<file path="src/rtl/paddle_ctl_if.sv">
// Paddle control bundle: frame timing and button inputs in, paddle position and status out.
interface paddle_ctl_if;
  logic        vblnk_in;
  logic        btn_up;
  logic        btn_down;
  logic [11:0] y_pos;
  logic        moving;
  logic        at_top;
  logic        at_bottom;

  modport master (
    output vblnk_in, btn_up, btn_down,
    input  y_pos, moving, at_top, at_bottom
  );

  modport slave (
    input  vblnk_in, btn_up, btn_down,
    output y_pos, moving, at_top, at_bottom
  );
endinterface

</file>
<file path="src/rtl/paddle_ctl.sv">
// Paddle vertical position: buttons sampled once per frame at vblank rise, accelerating, clamped at screen edges.
// Outputs update on the edge vblnk_in is first seen high; no backpressure, downstream consumes y_pos directly.
module paddle_ctl #(
  parameter int SCREEN_H     = 768,
  parameter int PADDLE_H     = 80,
  parameter int Y_INIT       = 344,
  parameter int SPEED_MIN    = 2,
  parameter int SPEED_MAX    = 8,
  parameter int ACCEL_FRAMES = 4
) (
  input logic         pclk,
  input logic         rst,
  paddle_ctl_if.slave bus
);

  localparam int Y_MAX = SCREEN_H - PADDLE_H;
  localparam int SPD_W = $clog2(SPEED_MAX + 1);
  localparam int CNT_W = (ACCEL_FRAMES > 1) ? $clog2(ACCEL_FRAMES) : 1;

  localparam logic [SPD_W-1:0]  SPD_MIN  = SPD_W'(SPEED_MIN);
  localparam logic [SPD_W-1:0]  SPD_MAX  = SPD_W'(SPEED_MAX);
  localparam logic [CNT_W-1:0]  CNT_LAST = CNT_W'(ACCEL_FRAMES - 1);
  localparam logic [CNT_W-1:0]  CNT_ONE  = CNT_W'(1);
  localparam logic [11:0]       Y_MAX_V  = 12'(Y_MAX);
  localparam logic [11:0]       Y_INIT_V = 12'(Y_INIT);
  localparam logic signed [12:0] Y_MAX_S = 13'(Y_MAX);

  typedef enum logic [1:0] {IDLE, MOVE_UP, MOVE_DOWN} state_t;

  logic up_m, up_s, down_m, down_s, vblnk_d, tick;
  state_t           state, state_nxt, dir;
  logic [SPD_W-1:0] speed, speed_nxt, step;
  logic [CNT_W-1:0] cnt, cnt_nxt;
  logic [11:0]      y, y_nxt;
  logic signed [12:0] y_ext, step_ext, y_calc;
  logic moving_q, at_top_q, at_bottom_q;
  logic moving_nxt, at_top_nxt, at_bottom_nxt;

  assign tick = bus.vblnk_in & ~vblnk_d;

  always_ff @(posedge pclk) begin
    if (rst) begin
      up_m        <= 1'b0;
      up_s        <= 1'b0;
      down_m      <= 1'b0;
      down_s      <= 1'b0;
      vblnk_d     <= 1'b0;
      state       <= IDLE;
      speed       <= SPD_MIN;
      cnt         <= '0;
      y           <= Y_INIT_V;
      moving_q    <= 1'b0;
      at_top_q    <= 1'b0;
      at_bottom_q <= 1'b0;
    end else begin
      up_m        <= bus.btn_up;
      up_s        <= up_m;
      down_m      <= bus.btn_down;
      down_s      <= down_m;
      vblnk_d     <= bus.vblnk_in;
      state       <= state_nxt;
      speed       <= speed_nxt;
      cnt         <= cnt_nxt;
      y           <= y_nxt;
      moving_q    <= moving_nxt;
      at_top_q    <= at_top_nxt;
      at_bottom_q <= at_bottom_nxt;
    end
  end

  always_comb begin
    dir       = IDLE;
    state_nxt = state;
    speed_nxt = speed;
    cnt_nxt   = cnt;
    step      = '0;
    y_nxt     = y;
    y_ext     = {1'b0, y};
    step_ext  = 13'sd0;
    y_calc    = 13'sd0;
    if (up_s & ~down_s) begin
      dir = MOVE_UP;
    end else if (down_s & ~up_s) begin
      dir = MOVE_DOWN;
    end
    if (tick) begin
      if (dir == IDLE) begin
        state_nxt = IDLE;
        speed_nxt = SPD_MIN;
        cnt_nxt   = '0;
      end else if (dir != state) begin
        // New move or reversal always restarts from the slowest speed.
        state_nxt = dir;
        step      = SPD_MIN;
        speed_nxt = SPD_MIN;
        cnt_nxt   = CNT_ONE;
      end else begin
        step = speed;
        if (cnt == CNT_LAST) begin
          cnt_nxt   = '0;
          speed_nxt = (speed >= SPD_MAX) ? SPD_MAX : speed + 1'b1;
        end else begin
          cnt_nxt = cnt + 1'b1;
        end
      end
      if (dir != IDLE) begin
        step_ext = {{(13-SPD_W){1'b0}}, step};
        y_calc   = (dir == MOVE_UP) ? y_ext - step_ext : y_ext + step_ext;
        if (y_calc[12]) begin
          y_nxt     = '0;
          speed_nxt = SPD_MIN;
          cnt_nxt   = '0;
        end else if (y_calc > Y_MAX_S) begin
          y_nxt     = Y_MAX_V;
          speed_nxt = SPD_MIN;
          cnt_nxt   = '0;
        end else begin
          y_nxt = y_calc[11:0];
        end
      end
    end
  end

  // Flags derive from the post-update values so they never lag y_pos.
  always_comb begin
    moving_nxt    = (state_nxt != IDLE);
    at_top_nxt    = (y_nxt == 12'd0);
    at_bottom_nxt = (y_nxt == Y_MAX_V);
  end

  assign bus.y_pos     = y;
  assign bus.moving    = moving_q;
  assign bus.at_top    = at_top_q;
  assign bus.at_bottom = at_bottom_q;

endmodule

</file>
<file path="src/flat_wrapper.sv">
// flat-port wrapper written by rule: the top's interface ports become plain ports
module paddle_ctl_flat 
#(
  parameter int SCREEN_H     = 768,
  parameter int PADDLE_H     = 80,
  parameter int Y_INIT       = 344,
  parameter int SPEED_MIN    = 2,
  parameter int SPEED_MAX    = 8,
  parameter int ACCEL_FRAMES = 4
)
  (pclk, rst, bus_vblnk_in, bus_btn_up, bus_btn_down, bus_y_pos, bus_moving, bus_at_top, bus_at_bottom);
  paddle_ctl_if bus_i ();
  input logic pclk;
  input logic rst;
  input wire logic [$bits(bus_i.vblnk_in)-1:0] bus_vblnk_in;
  input wire logic [$bits(bus_i.btn_up)-1:0] bus_btn_up;
  input wire logic [$bits(bus_i.btn_down)-1:0] bus_btn_down;
  output wire logic [$bits(bus_i.y_pos)-1:0] bus_y_pos;
  output wire logic [$bits(bus_i.moving)-1:0] bus_moving;
  output wire logic [$bits(bus_i.at_top)-1:0] bus_at_top;
  output wire logic [$bits(bus_i.at_bottom)-1:0] bus_at_bottom;
  assign bus_i.vblnk_in = bus_vblnk_in;
  assign bus_i.btn_up = bus_btn_up;
  assign bus_i.btn_down = bus_btn_down;
  assign bus_y_pos = bus_i.y_pos;
  assign bus_moving = bus_i.moving;
  assign bus_at_top = bus_i.at_top;
  assign bus_at_bottom = bus_i.at_bottom;
  paddle_ctl #(.SCREEN_H(SCREEN_H), .PADDLE_H(PADDLE_H), .Y_INIT(Y_INIT), .SPEED_MIN(SPEED_MIN), .SPEED_MAX(SPEED_MAX), .ACCEL_FRAMES(ACCEL_FRAMES)) u_core (.pclk(pclk), .rst(rst), .bus(bus_i));
endmodule
</file>
<file path="config.mk">
export PLATFORM = sky130hd
export DESIGN_NAME = paddle_ctl_flat
export DESIGN_NICKNAME = d
export VERILOG_FILES = /design/src/rtl/paddle_ctl_if.sv /design/src/rtl/paddle_ctl.sv /design/src/flat_wrapper.sv
export SDC_FILE = /design/constraint.sdc
export NUM_CORES = 1
export LEC_CHECK = 0
export ABC_AREA = 1
export ABC_CLOCK_PERIOD_IN_PS = 8100
export BUFFER_PORTS_ARGS = -buffer_cell sky130_fd_sc_hd__clkbuf_2
export CAP_MARGIN = 20
export CORE_UTILIZATION = 40
export CTS_CLUSTER_DIAMETER = 200
export CTS_CLUSTER_SIZE = 24
export DETAILED_ROUTE_END_ITERATION = 8
export GPL_TIMING_DRIVEN = 0
export SLEW_MARGIN = 20
export SYNTH_ARGS = -nofsm -noshare
export SYNTH_HDL_FRONTEND = slang
export SYNTH_SLANG_ARGS = --single-unit
</file>
<file path="constraint.sdc">
create_clock -name pclk -period 8.1 [get_ports pclk]
set_input_delay 0.81 -clock pclk [delete_from_list [all_inputs] [get_ports pclk]]
set_output_delay 0.81 -clock pclk [all_outputs]
set_load 0.01 [all_outputs]
</file>
==> reports/metrics.yaml, run 1 <==
route:
  dr.pass1.iters: 4
  wl_met1_um: 2500
  finalWirelength_um: 4950
  drcViolationCount: 0
  drtAntennaViolNets: 0
  drt_iter0_markers: 104
  wl_met3_um: 179
  vias: 2029
  via_per_inst: 4.73
  detail_route.wl_per_cell_um: 11.5
  routed.top_layer: "met4"
  met2WireLength_um: 2210
yosys:
  async_flop_share_pct: 0
  syn-num-nets: 363
  synthCells: 336
  synth_top_area_share_pct: 24.9
  synthFlopType: "dfxtp_1"
  syn_area_mm2: 0.00225
  synth_edf_count: 0
  seq_area_frac_synth_pct: 24.9
  synth_area_leaders: "dfxtp_1, nand2_1, ha_1"
  synth_top_area_cell: "dfxtp_1"
  yosysUniqueCellTypes: 39
  yosysWarnings: 0
  avgSynthCellArea_um2: 6.69
  ys_ff_latch: 28
clock_network:
  hold_buffers: 0
  clk_latency_ns: 0.28
  clockBufferDepth: 2
  clk_pin_slew_ns: 0.09
  cts_tree: "done"
  cts-root-buf: "clkbuf_8"
  postCtsSetupBuffers: 0
  post_cts_resized: 0
  cts-buffers-inserted: 3
  htree_levels: 1
  cts.sinks: 28
cells_and_area:
  diodes: 0
  layout.nets: 387
  fin_util_pct: 47.2
  synthToLayoutAreaGrowth_pct: 10.6
  drive_gt1_share_pct: 17.3
  final_common_cell: "nand2_1"
  most-common-layout-cells: "nand2_1, inv_1, nor2_1"
critical_path:
  cp-start-kind: "register"
  critPathKind: "reg -> reg"
  arrival_ns: 4.49
  crit_path_end_kind: "register"
  cp_data_required_time_ns: 8.31
  cp_max_fo: 8
global_route:
  grt_util_all_layers_pct: 18.3
  antenna_found_initial: 0
  grt_max_degree: 16
  grt_pass1_vias: 1913
  overflow: 0
  grt_pass1_wl_um: 8690
timing:
  rsz0062_at_grt: "false"
  relSlewSlack_pct: 64.6
  setup_tns_ns: 0
  clock.fmax_mhz: 234
  period_share_pct: 52.8
  slew_violations: 0
  fin_worst_skew_ns: 0.00840
  finalSetupViolCount: 0
  finalCriticalPeriod_ns: 4.28
  finalHoldViolCount: 0
  tightest_slew_ns: 0.531
flow_run:
  drv_cap: 0
die:
  die-area_mm2: 0.00592
  initial_core_util_pct: 42.6
  die_width_um: 77.0
  rows: 26
  core-area_mm2: 0.00527
  pin_count: 20
  die_h_um: 77.0
placement:
  gp_congestion: 0.818
  portBuffers: 19
  dpl.hpwl_um: 4110
power_and_ir_drop:
  p_leak_nw: 1.24
  pwr_density_cell_mw_per_mm2: 166
  ir_worst_vdd_v: 0.000101
outcome:
  status: "completed"
hold_path:
  hold_class: "reg -> reg"
-- logic make-up after synthesis --
| logic type | after synthesis | share of synthesized area, % |
|---|---|---|
| fa+ha+maj | 22 | 12.6 |
| buf+inv | 58 | 9.69 |
| flops | 28 | 24.9 |
| simple gates | 181 | 38.0 |
| xor+xnor | 7 | 4.07 |
| compound gates | 40 | 10.7 |
-- flip-flops by register name (all words and copies together), names as in the netlist --
| signal | count |
|---|---|
| u_core.vblnk_d | 1 |
| u_core.bus.y_pos | 12 |
| u_core.state | 2 |
| u_core.bus.at_bottom | 1 |
| u_core.cnt | 2 |
| u_core.down_s | 1 |
| u_core.bus.at_top | 1 |
| u_core.up_s | 1 |
| u_core.down_m | 1 |
| u_core.speed | 4 |
| u_core.bus.moving | 1 |
| u_core.up_m | 1 |
-- metal layers --
| metal | vias up | GRT usage, % |
|---|---|---|
| met1 | 883 | 24.8 |
| met3 | 6 | 1.67 |
| met5 | - | 0 |
| li1 | 1108 | - |
| met2 | 32 | 30.6 |
| met4 | 0 | 5.00 |
-- critical path, stage by stage, from the launching register on --
cell	delay, ns
dfxtp_1	0.34
inv_1	0.05
ha_1	0.28
xnor2_2	0.25
nand2_1	0.11
nor2_1	0.16
inv_1	0.09
nor2_1	0.23
inv_1	0.10
ha_1	0.29
nand2_1	0.06
o21ai_0	0.18
fa_1	0.48
inv_1	0.10
nand3_1	0.10
nand2_2	0.13
nand3_1	0.07
nand3_1	0.13
nand3_1	0.12
nand3_2	0.20
nor2_1	0.06
nand3_1	0.10
nand2_1	0.06
nor2_1	0.19
and2_0	0.16
nand2_1	0.05
nor2_1	0.10
-- Yosys cell counts (all sizes together) (2+ instances only) --
cell / n
nand2: 99
inv: 54
nor2: 44
dfxtp: 28
nand3: 27
ha: 21
a21oi: 20
o21ai: 14
nand4: 5
xor2: 4
clkbuf: 3
xnor2: 3
a21o: 2
and2: 2
nor3: 2
-- power breakdown --
| part | leakage [nW] | switching, W | internal [W] |
|---|---|---|---|
| registers | 0.228 | 0.00000401 | 0.000142 |
| logic | 0.988 | 0.000118 | 0.0000623 |
| clock network | 0.0288 | 0.0000433 | 0.0000435 |
| total | 1.24 | 0.000166 | 0.000248 |
-- stage by stage --
stage | total power, W | instances | instance area, µm² | hold WS (ns) | worst slack, ns
2_1_floorplan | 0.000295 | 336 | 2250 | 0.388 | 4.56
3_3_place_gp | 0.000330 | 425 | 2430 | 0.390 | 3.93
3_5_place_dp | 0.000330 | 425 | 2430 | 0.395 | 3.87
4_1_cts | 0.000419 | 429 | 2480 | 0.409 | 3.79
5_1_grt | 0.000450 | 429 | 2480 | 0.426 | 3.44
6_report | 0.000414 | 429 | 2480 | 0.406 | 3.82
-- final timing paths --
kind                            cells after the start           from  slack (ns)                 to
worst max-delay path                               26  u_core.down_s        3.82  u_core.bus.at_top
worst min-delay path                                2  u_core.down_m        0.41      u_core.down_s
worst max register to register                     26  u_core.down_s        3.82  u_core.bus.at_top
worst min register to register                      2  u_core.down_m        0.41      u_core.down_s
-- area by class of cell --
cell class                      count  area (µm²)
Buffer                              3        11.3
Clock buffer                        4        55.1
Fill cell                         582        2790
Inverter                           55         206
Multi-Input combinational cell    250        1470
Sequential cell                    28         561
Tap cell                           70        87.6
Timing Repair Buffer               19        95.1
No activity file was read; power rests on OpenSTA's default activity.
==> run 2: changes to the inputs <==
--- a/config.mk
+++ b/config.mk
@@ -5,8 +5,8 @@
 export SDC_FILE = /design/constraint.sdc
 export NUM_CORES = 1
 export LEC_CHECK = 0
-export ABC_AREA = 1
-export ABC_CLOCK_PERIOD_IN_PS = 8100
+export ABC_AREA = 0
+export ABC_CLOCK_PERIOD_IN_PS = 4150
 export BUFFER_PORTS_ARGS = -buffer_cell sky130_fd_sc_hd__clkbuf_2
 export CAP_MARGIN = 20
 export CORE_UTILIZATION = 40
==> constraint.sdc (replaced) <==
create_clock -name pclk -period 4.15 [get_ports pclk]
set_input_delay 0.415 -clock pclk [delete_from_list [all_inputs] [get_ports pclk]]
set_output_delay 0.415 -clock pclk [all_outputs]
set_load 0.01 [all_outputs]
==> reports/metrics.yaml, run 2 <==
outcome:
  status: "completed"  # unchanged
critical_path:
  cp_data_required_time_ns: 4.37  # was 8.31 ns
  critPathKind: "reg -> reg"  # unchanged
  slowest_stage: "or4b_4"  # was fa_1
  r2r_setup_slack_ns: 0.06  # was 3.82 ns
  crit_path_max_incr_delay_ns: 0.50  # was 0.48 ns
  cp-start-kind: "register"  # unchanged
  path_cells: "inv_1 > ha_4 > xnor2_2 > nand2_2 > o41ai_4 > ha_1 > nor2b_1 > a31oi_1 > ha_2 > o21ai_2 > a21oi_4 > o22a_1 > or4b_4 > nand3_4 > a32oi_4 > nor2b_4 > buf_6 > a211oi_4 > and4b_1"
  cp_max_fo: 8  # unchanged
  arrival_ns: 4.31  # was 4.49 ns
  crit_path_end_kind: "register"  # unchanged
placement:
  gp_congestion: 0.873  # was 0.818
  dpl.hpwl_um: 4020  # was 4110 µm
  portBuffers: 18  # was 19
yosys:
  syn_area_mm2: 0.00210  # was 0.00225 mm²
  ys_top_cells_by_count: "dfxtp_1, a21oi_1, nor2_1"  # was nand2_1, inv_1, nor2_1
  synth_area_leaders: "dfxtp_1, ha_1, a21oi_1"  # was dfxtp_1, nand2_1, ha_1
  synthCells: 255  # was 336
  synth_top_area_share_pct: 26.7  # was 24.9%
  synth_edf_count: 0  # unchanged
  ys_ff_latch: 28  # unchanged
  synth.most_common_cell: "dfxtp_1"  # was nand2_1
  seq_area_frac_synth_pct: 26.7  # was 24.9%
  avgSynthCellArea_um2: 8.24  # was 6.69 µm²
  synthFlopType: "dfxtp_1"  # unchanged
  async_flop_share_pct: 0  # unchanged
  synth_top_area_cell: "dfxtp_1"  # unchanged
  yosysWarnings: 0  # unchanged
  yosysUniqueCellTypes: 61  # was 39
  syn-num-nets: 282  # was 363
timing:
  finalCriticalPeriod_ns: 4.09  # was 4.28 ns
  period_share_pct: 98.6  # was 52.8%
  clock.fmax_mhz: 244  # was 234 MHz
  rsz0062_at_grt: "true"  # was false
  relSlewSlack_pct: 56.8  # was 64.6%
  fin_worst_skew_ns: 0.00462  # was 0.00840 ns
  tightest_slew_ns: 0.648  # was 0.531 ns
  hold_ws_ns: 0.341  # was 0.406 ns
  slew_violations: 0  # unchanged
  finalHoldViolCount: 0  # unchanged
  finalSetupViolCount: 0  # unchanged
cells_and_area:
  layout.nets: 323  # was 387
  synthToLayoutAreaGrowth_pct: 34.0  # was 10.6%
  largest_register_ff_count: 12  # unchanged
  final_common_cell: "dfxtp_1"  # was nand2_1
  diodes: 0  # unchanged
  drive_gt1_share_pct: 33.2  # was 17.3%
  most-common-layout-cells: "dfxtp_1, nor2_1, clkbuf_2"  # was nand2_1, inv_1, nor2_1
  n_fill_cell: 500  # was 582
global_route:
  grt_max_degree: 16  # unchanged
  grt_pass1_vias: 1850  # was 1,913
  antenna_found_initial: 0  # unchanged
  grt_util_all_layers_pct: 21.4  # was 18.3%
  grt_pass1_wl_um: 9100  # was 8690 µm
  overflow: 0  # unchanged
route:
  wl_met3_um: 222  # was 179 µm
  wl_met1_um: 2590  # was 2500 µm
  drcViolationCount: 0  # unchanged
  via_per_inst: 5.68  # was 4.73
  drtAntennaViolNets: 0  # unchanged
  vias: 2073  # was 2,029
  routed.top_layer: "met4"  # unchanged
  dr.pass1.iters: 4  # unchanged
  finalWirelength_um: 5780  # was 4950 µm
  drt_iter0_markers: 63  # was 104
  detail_route.wl_per_cell_um: 15.8  # was 11.5 µm
  met2WireLength_um: 2890  # was 2210 µm
power_and_ir_drop:
  swShare_pct: 35.4  # was 40.0%
  p_int_w: 0.000531  # was 0.000248 W
  pwr_density_cell_mw_per_mm2: 292  # was 166 mW/mm²
  power_switching_w: 0.000291  # was 0.000166 W
  clkPwrFrac_pct: 20.5  # was 21.0%
  sequentialPowerShare_pct: 34.3  # was 35.3%
  combinationalPowerShare_pct: 45.2  # was 43.7%
  p_leak_nw: 1.10  # was 1.24 nW
  total_power_w: 0.000822  # was 0.000414 W
  ir_worst_vdd_v: 0.000224  # was 0.000101 V
clock_network:
  hold_buffers: 0  # unchanged
  htree_levels: 1  # unchanged
  clk_latency_ns: 0.28  # about the same
  clk_pin_slew_ns: 0.09  # about the same
  cts-buffers-inserted: 3  # unchanged
  cts.sinks: 28  # unchanged
  cts_tree: "done"  # unchanged
  clockBufferDepth: 2  # unchanged
  cts-root-buf: "clkbuf_8"  # unchanged
die:
  initial_core_util_pct: 41.4  # was 42.6%
  die_width_um: 74.5  # was 77.0 µm
  pin_count: 20  # unchanged
  die_h_um: 74.5  # was 77.0 µm
  die-area_mm2: 0.00555  # was 0.00592 mm²
  core-area_mm2: 0.00507  # was 0.00527 mm²
  rows: 26  # unchanged
flow_run:
  drv_cap: 0  # unchanged
hold_path:
  hold_class: "in -> reg"  # was reg -> reg
-- run 2: power by group through the flow --
stage	sequential (W)	combinational, W	clock [W]
6_report	0.000282	0.000372	0.000168
5_1_grt	0.000283	0.000401	0.000183
4_1_cts	0.000282	0.000311	0.000176
3_5_place_dp	0.000288	0.000248	0
3_3_place_gp	0.000288	0.000247	0
2_1_floorplan	0.000288	0.000194	0
-- run 2: layout make-up --
class | count | area [µm²] | share of cell area, %
clock buffers | 4 | 55.1 | 1.95
multi-input cells | 203 | 1760 | 62.6
well taps | 70 | 87.6 | 3.11
flip-flops and latches | 28 | 568 | 20.2
inverters | 16 | 62.6 | 2.22
repair buffers | 38 | 251 | 8.93
plain buffers | 6 | 30.0 | 1.07
-- run 2: kinds of logic after synthesis --
logic type / Yosys count / synth area share, %
simple gates: 96 / 24.9
xor+xnor: 8 / 3.33
buf+inv: 24 / 4.64
fa+ha+maj: 22 / 13.5
compound gates: 76 / 26.4
mux: 1 / 0.536
flops: 28 / 26.7
-- run 2: path summary, 6_finish.rpt --
check / start / cells past startpoint / to
max reg2reg: u_core.up_s / 19 / u_core.bus.at_bottom
min reg2reg: u_core.down_m / 1 / u_core.down_s
min: bus_btn_up / 2 / u_core.up_m
max: u_core.up_s / 19 / u_core.bus.at_bottom
-- run 2: repair_timing --
item,4_1_cts,5_1_grt
endpoints found under the setup margin,18,18
buffers inserted,10,10
resized for setup,38,30
pin swaps,14,17
-- run 2: metrics by stage --
stage | instances | setup TNS [ns] | utilization, % | cell area, µm² | setup slack (ns)
finish | 365 | 0 | 55.5 | 2820 | 0.0589
detailed placement | 343 | -7.51 | 45.0 | 2280 | -0.570
CTS | 355 | 0 | 51.0 | 2590 | 0.00752
global route | 365 | -0.640 | 55.5 | 2820 | -0.143
global placement | 343 | -7.14 | 45.0 | 2280 | -0.548
floorplan | 255 | 0 | - | 2110 | 0.0640
-- run 2: worst max-delay path: cells and delay by family (launching register included) --
family / cells / cell delay, ns
adder cells (fa/ha/maj): 3 / 0.81
flip-flops: 1 / 0.37
AO/OA/AOI/OAI: 7 / 1.26
XOR/XNOR: 1 / 0.13
AND/OR/NAND/NOR: 6 / 1.26
buffers and inverters: 2 / 0.20
-- run 2: per-layer routing --
layer | vias up | global-route usage (%)
met2 | 35 | 35.8
met5 | - | 0
met4 | 0 | 4.82
met3 | 7 | 2.71
met1 | 1002 | 29.2
li1 | 1029 | -
==> run 3: changes to the inputs <==
--- a/config.mk
+++ b/config.mk
@@ -7,7 +7,7 @@
 export LEC_CHECK = 0
 export ABC_AREA = 0
 export ABC_CLOCK_PERIOD_IN_PS = 4150
-export BUFFER_PORTS_ARGS = -buffer_cell sky130_fd_sc_hd__clkbuf_2
+export BUFFER_PORTS_ARGS = -buffer_cell sky130_fd_sc_hd__buf_2
 export CAP_MARGIN = 20
 export CORE_UTILIZATION = 40
 export CTS_CLUSTER_DIAMETER = 200
==> reports/metrics.yaml, run 3 (synthesis gave the netlist of run 2 again) <==
die:
  initial_core_util_pct: 41.4  # unchanged
  die_width_um: 74.5  # unchanged
  die_h_um: 74.5  # unchanged
  rows: 26  # unchanged
  core-area_mm2: 0.00507  # unchanged
  pin_count: 20  # unchanged
  die-area_mm2: 0.00555  # unchanged
critical_path:
  crit_path_max_incr_delay_ns: 0.37  # was 0.50 ns
  worst_r2r_endpoint: "u_core.bus.at_bottom"  # unchanged
  slowest_stage: "dfxtp_2"  # was or4b_4
  critPathKind: "reg -> reg"  # unchanged
  path_cells: "inv_2 > ha_4 > xnor2_2 > nand2_2 > o41ai_4 > ha_1 > nor2b_1 > a31oi_2 > ha_4 > o21ai_4 > a21oi_4 > o31a_1 > a211oi_2 > a32oi_2 > a32oi_4 > nor2b_4 > a211oi_4 > and4b_1"  # was inv_1 > ha_4 > xnor2_2 > nand2_2 > o41ai_4 > ha_1 > nor2b_1 > a31oi_1 > ha_2 > o21ai_2 > a21oi_4 > o22a_1 > or4b_4 > nand3_4 > a32oi_4 > nor2b_4 > buf_6 > a211oi_4 > and4b_1
  worstReg2RegStart: "u_core.down_s"  # was u_core.up_s
  cp_max_fo: 8  # unchanged
  rr_worst_depth: 18  # was 19
  path_buf_inv: 1  # was 2
  crit_path_end_kind: "register"  # unchanged
  cp_common_cell: "ha_4"
  cp_data_required_time_ns: 4.33  # was 4.37 ns
  arrival_ns: 4.24  # was 4.31 ns
  cpLargestDelayFamily: "compound AO/OA/AOI/OAI gates"  # was simple AND/OR/NAND/NOR gates
  cp-start-kind: "register"  # unchanged
  r2r_setup_slack_ns: 0.09  # was 0.06 ns
clock_network:
  clockBufferDepth: 2  # unchanged
  clk_latency_ns: 0.28  # about the same
  cts.sinks: 28  # unchanged
  clk_pin_slew_ns: 0.09  # about the same
  cts-root-buf: "clkbuf_8"  # unchanged
  hold_buffers: 0  # unchanged
  cts-buffers-inserted: 3  # unchanged
  htree_levels: 1  # unchanged
  cts_tree: "done"  # unchanged
timing:
  finalSetupViolCount: 0  # unchanged
  period_share_pct: 97.8  # was 98.6%
  fin_worst_skew_ns: 0.00399  # was 0.00462 ns
  finalHoldViolCount: 0  # unchanged
  finalCriticalPeriod_ns: 4.06  # was 4.09 ns
  rsz0062_at_grt: "true"  # unchanged
  clock.fmax_mhz: 246  # was 244 MHz
  relSlewSlack_pct: 62.1  # was 56.8%
  setup_tns_ns: 0  # unchanged
  slew_violations: 0  # unchanged
  hold_ws_ns: 0.341  # about the same
  tightest_slew_ns: 0.569  # was 0.648 ns
global_route:
  grt_max_degree: 16  # unchanged
  grt_pass1_vias: 1822  # was 1,850
  overflow: 0  # unchanged
  grt_util_all_layers_pct: 20.7  # was 21.4%
  grt_pass1_wl_um: 8760  # was 9100 µm
  antenna_found_initial: 0  # unchanged
placement:
  dpl.hpwl_um: 4020  # about the same
  gp_congestion: 0.874  # was 0.873
  portBuffers: 18  # unchanged
power_and_ir_drop:
  power_switching_w: 0.000287  # was 0.000291 W
  clkPwrFrac_pct: 21.3  # was 20.5%
  ir_worst_vdd_v: 0.000197  # was 0.000224 V
  total_power_w: 0.000803  # was 0.000822 W
  combinationalPowerShare_pct: 43.4  # was 45.2%
  p_leak_nw: 1.07  # was 1.10 nW
  p_int_w: 0.000516  # was 0.000531 W
  pwr_density_cell_mw_per_mm2: 288  # was 292 mW/mm²
  sequentialPowerShare_pct: 35.3  # was 34.3%
  swShare_pct: 35.8  # was 35.4%
cells_and_area:
  layout.nets: 317  # was 323
  fin_util_pct: 54.9  # was 55.5%
  synthToLayoutAreaGrowth_pct: 32.6  # was 34.0%
  drive_gt1_share_pct: 32.2  # was 33.2%
  most-common-layout-cells: "dfxtp_1, nor2_1, nand2_1, buf_2, a21oi_1"  # was dfxtp_1, nor2_1, clkbuf_2
  diodes: 0  # unchanged
  final_common_cell: "dfxtp_1"  # unchanged
  largest_register_ff_count: 12  # unchanged
hold_path:
  hp-start: "bus_btn_up"  # unchanged
  hold_class: "in -> reg"  # unchanged
  whs_path_depth: 2  # unchanged
  hold_path_end: "u_core.up_m"  # unchanged
route:
  finalWirelength_um: 5670  # was 5780 µm
  drtAntennaViolNets: 0  # unchanged
  dr.pass1.iters: 4  # unchanged
  detail_route.wl_per_cell_um: 15.8  # about the same
  drt_iter0_markers: 67  # was 63
  vias: 2008  # was 2,073
  via_per_inst: 5.59  # was 5.68
  drcViolationCount: 0  # unchanged
outcome:
  status: "completed"  # unchanged
flow_run:
  drv_cap: 0  # unchanged
run 3: per-layer routing:
layer	vias up	routed length [µm]	global-route usage [%]	share of wire (%)
met5	-	0	0	0
met3	7	131	2.30	2.3
met1	976	2720	28.9	48
met4	0	82	4.61	1.4
met2	24	2740	34.3	48
li1	1001	-	-	-
run 3: how the worst max path moves through the flow:
stage                        from              endpoint  cells after the start  slack (ns)
floorplan           u_core.down_s   u_core.bus.y_pos[6]                     20        0.06
global placement    u_core.down_s  u_core.bus.at_bottom                     20       -0.54
detailed placement  u_core.down_s  u_core.bus.at_bottom                     20       -0.57
CTS                 u_core.down_s  u_core.bus.at_bottom                     19       0.001
global route        u_core.down_s  u_core.bus.at_bottom                     18       -0.05
finish              u_core.down_s  u_core.bus.at_bottom                     18        0.09
run 3: worst reg2reg max path: stages, from the launching register on:
cell and delay (ns):
dfxtp_2 0.37, inv_2 0.05, ha_4 0.16, xnor2_2 0.14, nand2_2 0.15, o41ai_4 0.26, ha_1 0.27, nor2b_1 0.13
a31oi_2 0.24, ha_4 0.27, o21ai_4 0.15, a21oi_4 0.08, o31a_1 0.30, a211oi_2 0.24, a32oi_2 0.19, a32oi_4 0.31
nor2b_4 0.34, a211oi_4 0.10, and4b_1 0.20
run 3: stage by stage:
step                area, µm²  instances  setup slack [ns]
CTS                      2570        351           0.00104
floorplan                2110        255            0.0640
global placement         2280        343            -0.544
finish                   2790        359            0.0912
global route             2790        359           -0.0547
detailed placement       2280        343            -0.573
run 3: what timing repair did:
item                       4_1_cts  5_1_grt
setup buffers                    6        9
setup endpoints to repair       18       17
resized for setup               38       30
pin swaps                       20       23
run 3: power by group through the flow:
stage	Clock [W]	Sequential [W]	Combinational [W]
CTS	0.000173	0.000282	0.000297
global placement	0	0.000288	0.000247
finish	0.000171	0.000283	0.000348
global route	0.000184	0.000284	0.000376
floorplan	0	0.000288	0.000194
detailed placement	0	0.000288	0.000247
run 3: final cells by class:
type,count,area [µm²]
Clock buffer,4,55.1
Tap cell,70,87.6
Sequential cell,28,563
Multi-Input combinational cell,203,1800
Inverter,16,60.1
Buffer,5,18.8
Fill cell,473,2290
Timing Repair Buffer,33,203
